--- config.mk ---
export PLATFORM = sky130hd
export DESIGN_NAME = final_permutation_block
export DESIGN_NICKNAME = d
export VERILOG_FILES = /design/src/rtl/final_permutation_block.sv
export SDC_FILE = /design/constraint.sdc
export NUM_CORES = 1
export LEC_CHECK = 0
export ABC_AREA = 1
export CAP_MARGIN = 20
export CORE_ASPECT_RATIO = 0.7
export CORE_MARGIN = 2
export CORE_UTILIZATION = 43
export CTS_CLUSTER_SIZE = 40
export DETAILED_ROUTE_END_ITERATION = 6
export PLACE_DENSITY = 0.89
export SYNTH_ARGS = -nofsm -noshare
export SYNTH_HDL_FRONTEND = slang
export SYNTH_SLANG_ARGS = --single-unit
--- constraint.sdc ---
create_clock -name clk -period 1.6 [get_ports clk]
set_input_delay 0.32 -clock clk [delete_from_list [all_inputs] [get_ports clk]]
set_output_delay 0.32 -clock clk [all_outputs]
set_load 0.03 [all_outputs]
--- src/rtl/final_permutation_block.sv ---
// DES final permutation (IP^-1) with a 1-cycle registered output.
// Optional FINAL_PERM_INVERSE_EN adds an `inverse` port that selects the initial permutation IP.
module final_permutation_block (
  input  logic        clk,
  input  logic        rst,
  input  logic        in_valid,
  input  logic [63:0] in,
`ifdef FINAL_PERM_INVERSE_EN
  input  logic        inverse,
`endif
  output logic        out_valid,
  output logic [63:0] out
);

  // Entry k is the source DES bit for output DES bit k+1; DES bit n is vector bit [64-n].
  localparam int unsigned FP_TAB [64] = '{
    40, 8, 48, 16, 56, 24, 64, 32,
    39, 7, 47, 15, 55, 23, 63, 31,
    38, 6, 46, 14, 54, 22, 62, 30,
    37, 5, 45, 13, 53, 21, 61, 29,
    36, 4, 44, 12, 52, 20, 60, 28,
    35, 3, 43, 11, 51, 19, 59, 27,
    34, 2, 42, 10, 50, 18, 58, 26,
    33, 1, 41,  9, 49, 17, 57, 25
  };

  logic [63:0] fp_w;
  logic [63:0] perm_w;

  for (genvar i = 0; i < 64; i++) begin : g_fp
    localparam int unsigned SRC = 64 - FP_TAB[i];
    assign fp_w[63-i] = in[SRC];
  end

`ifdef FINAL_PERM_INVERSE_EN
  localparam int unsigned IP_TAB [64] = '{
    58, 50, 42, 34, 26, 18, 10, 2,
    60, 52, 44, 36, 28, 20, 12, 4,
    62, 54, 46, 38, 30, 22, 14, 6,
    64, 56, 48, 40, 32, 24, 16, 8,
    57, 49, 41, 33, 25, 17,  9, 1,
    59, 51, 43, 35, 27, 19, 11, 3,
    61, 53, 45, 37, 29, 21, 13, 5,
    63, 55, 47, 39, 31, 23, 15, 7
  };

  logic [63:0] ip_w;

  for (genvar i = 0; i < 64; i++) begin : g_ip
    localparam int unsigned SRC = 64 - IP_TAB[i];
    assign ip_w[63-i] = in[SRC];
  end

  assign perm_w = inverse ? ip_w : fp_w;
`else
  assign perm_w = fp_w;
`endif

  // Reset wins over in_valid; out only loads on an accepted block.
  always_ff @(posedge clk) begin
    if (rst) begin
      out       <= 64'h0;
      out_valid <= 1'b0;
    end else begin
      out_valid <= in_valid;
      if (in_valid) out <= perm_w;
    end
  end

endmodule

[Word level (Yosys, flattened, before mapping)]
Index checks and enable logic that the tools add are counted.
Storage, ports and cells
  memory bits (read-only): 0
  register bits: 65
  memories kept: 0
  bits of input ports: 67
  output and inout bits: 65
  bits in latches: 0
  memory bits (writable): 0
Operators by class
  equality and inequality tests: 0
  multipliers: 0
  reductions and logical operators: 0
  shift-type cells: 0
  multiplexer cells: 0
  bitwise operators: 0
  $add $sub $neg: 0
  $lt $le $gt $ge: 0
  div/mod/pow operators: 0

[Depth between registers and ports, before layout]
  depth after elaboration: 0
  gate-level depth with buffers: 5

[Worst setup path before layout]
Ideal clock, no wire load.
  path kind: in2reg
  from: in in_valid
  to: reg out[10]
  path buffers: 2
  cell stages on the path: 4
  arrival time: 754 ps
  path slack: 732 ps
  path through: buf_4 buf_4 nor2_1 nor2_1
RTL lines
  start: declaration: line 6  | input logic in_valid,
  end signal: assignment: line 66  | if (in_valid) out <= perm_w;
  end: declaration: line 12  | output logic [63:0] out

[Worst setup path in the final report]
  from: reg out[42]
  to: out out[42]
No word-level cell between the ends.

==> flow_metrics.tcl <==
set metrics [dict create \
    maxSlewHeadroom_pct 77.4 \
    avgSynthCellArea_um2 6.49 \
    setup_tns_ns 0 \
    die_h_um 69.6 \
    place.gp.congestion 0.782 \
    final_common_cell "nor2_1" \
    tightest_slew_ns 0.340 \
    place_inst 599 \
    layoutNonFillerInstCount 615 \
    path_class "flip-flop to primary output" \
    yosys_warnings 0 \
    synth_cell_types 7 \
    wl_per_cell_um 10.4 \
    setup_viol 0 \
    fin_util_pct 70.7 \
    grt_pass1_vias 2530 \
    fp.coreArea_um2 5840 \
    crit_required_ns 1.28 \
    ctsResizeCount 65 \
    drt_first_iter_violations 64 \
    die_w_um 97.8 \
    clk_pin_slew_ns 0.07 \
    crit_arrival_ns 1.09 \
    drcViolationCount 0 \
    rows 23 \
    avgViaCountPerCell 4.25 \
    cts_root_buffer "clkbuf_8" \
    min_period_over_period_pct 88.4 \
    diodes 0 \
    ys_seq_elements 65 \
    cpLargestDelayFamily "buffers and inverters" \
    synthCells 408 \
    r2r-start "out[1]" \
    start_util_pct 45.3 \
    antenna_found_initial 0 \
    layout_common_cells "129 x nor2_1, 128 x nand2_1" \
    clk_latency_ns 0.32 \
    power_leakage_uw 0.00234 \
    first_pass_iters 4 \
    dr_total_vias 2614 \
    htreeDepth 3 \
    syn_area_um2 2650 \
    cp-end-kind "primary output" \
    crit_buf_inv 1 \
    cts-hold-fix-buffers 0 \
    vdd_drop_max_uv 606 \
    io_pins 132 \
    maxCapViolations 0 \
    routed_wl_um 6390 \
    max-clock-path-buffers 2 \
    yosysSeqAreaShare_pct 49.2 \
    grt_pass1_wl_um 10900 \
    critPathMaxFanout 2 \
    cts_setup_buffers 0 \
    hp-start "out[63]" \
    cts_tree "done" \
    synthToLayoutAreaGrowth_pct 56.0 \
    layout-drive-gt1-share_pct 4.07 \
    cts_sinks 65 \
    grt_max_degree 53 \
    syn-num-nets 475 \
    skew_ns 0 \
    fp.dieArea_um2 6810 \
    cp_slowest_stage_delay_ns 0.43 \
    hold_viol 0 \
    grt.total_usage_pct 19.6 \
    p_total_uw 4030 \
    dp_hpwl_um 4690 \
    detail-route-antenna-nets 0 \
    status "completed" \
    cp-startpoint "out[42]" \
    cts_buffers 9 \
    overflow 0 \
    io_buffers 131 \
    fin_nets 602 \
    fmax_mhz 707 \
    cpMaxStageDelayCell "dlygate4sd2_1" \
    report.final.slew_viol_count 0 \
    start_kind "flip-flop" \
    hold_class "flip-flop to flip-flop" \
    path_cells "dlygate4sd2_1" \
    p_per_area_nw_per_um2 976 \
    min_period_ns 1.41 \
    rsz0062_at_grt "no" \
]
==> cells by family (layout without fill, tap and decap cells) <==
| kind of cell | after synthesis | in the layout | synth area share (%) |
|---|---|---|---|
| flip-flops | 65 | 65 | 49.2 |
| AND/OR/NAND/NOR | 257 | 257 | 36.5 |
| buffers and inverters | 86 | 218 | 14.4 |
==> cells in the mapped netlist (all sizes together) <==
| library cell | instances | area [µm²] |
|---|---|---|
| dfxtp | 65 | 1300 |
| buf | 20 | 133 |
| inv | 66 | 248 |
| nor2 | 129 | 484 |
| nand2 | 128 | 480 |
==> state kept, by name, indices dropped and copies added (netlist names) <==
signal	flops
out	64
out_valid	1
==> worst paths after layout <==
| kind | to | slack, ns | depth (start not counted) |
|---|---|---|---|
| worst max-delay path | out[42] | 0.19 | 1 |
| worst min-delay path | out[63] | 0.47 | 2 |
| worst max register to register | out[1] | 1.01 | 2 |
| worst min register to register | out[63] | 0.47 | 2 |
==> per-layer routing <==
metal | part of all wire (%) | track usage, % | routed length [µm] | vias up
met5 | 0 | 0 | 0 | -
met4 | 1.3 | 6.48 | 85 | 0
li1 | - | - | - | 1400
met2 | 47 | 34.5 | 2990 | 93
met3 | 10 | 9.78 | 644 | 8
met1 | 42 | 20.4 | 2670 | 1113
==> metrics by stage <==
| step | instance area [µm²] | hold slack, ns | setup WS (ns) |
|---|---|---|---|
| 5_1_grt | 4130 | 0.466 | 0.115 |
| 2_1_floorplan | 2650 | 0.391 | 0.732 |
| 3_5_place_dp | 4000 | 0.462 | 0.183 |
| 4_1_cts | 4130 | 0.447 | 0.171 |
| 3_3_place_gp | 4000 | 0.456 | 0.227 |
| 6_report | 4130 | 0.467 | 0.186 |
==> power by group <==
group,internal (µW),leakage [µW],switching [µW]
sequential,1730,0.000541,52.6
combinational,357,0.00169,482
clock,806,0.000103,601
total,2890,0.00234,1140
==> cell type report <==
| cell class | count | area, µm² |
|---|---|---|
| well taps | 75 | 93.8 |
| clock buffers | 12 | 155 |
| repair buffers | 136 | 1320 |
| fillers | 528 | 1710 |
| clock inverters | 4 | 51.3 |
| flip-flops and latches | 65 | 1300 |
| multi-input cells | 257 | 965 |
| inverters | 66 | 248 |
(Power assumes the default switching activity.)
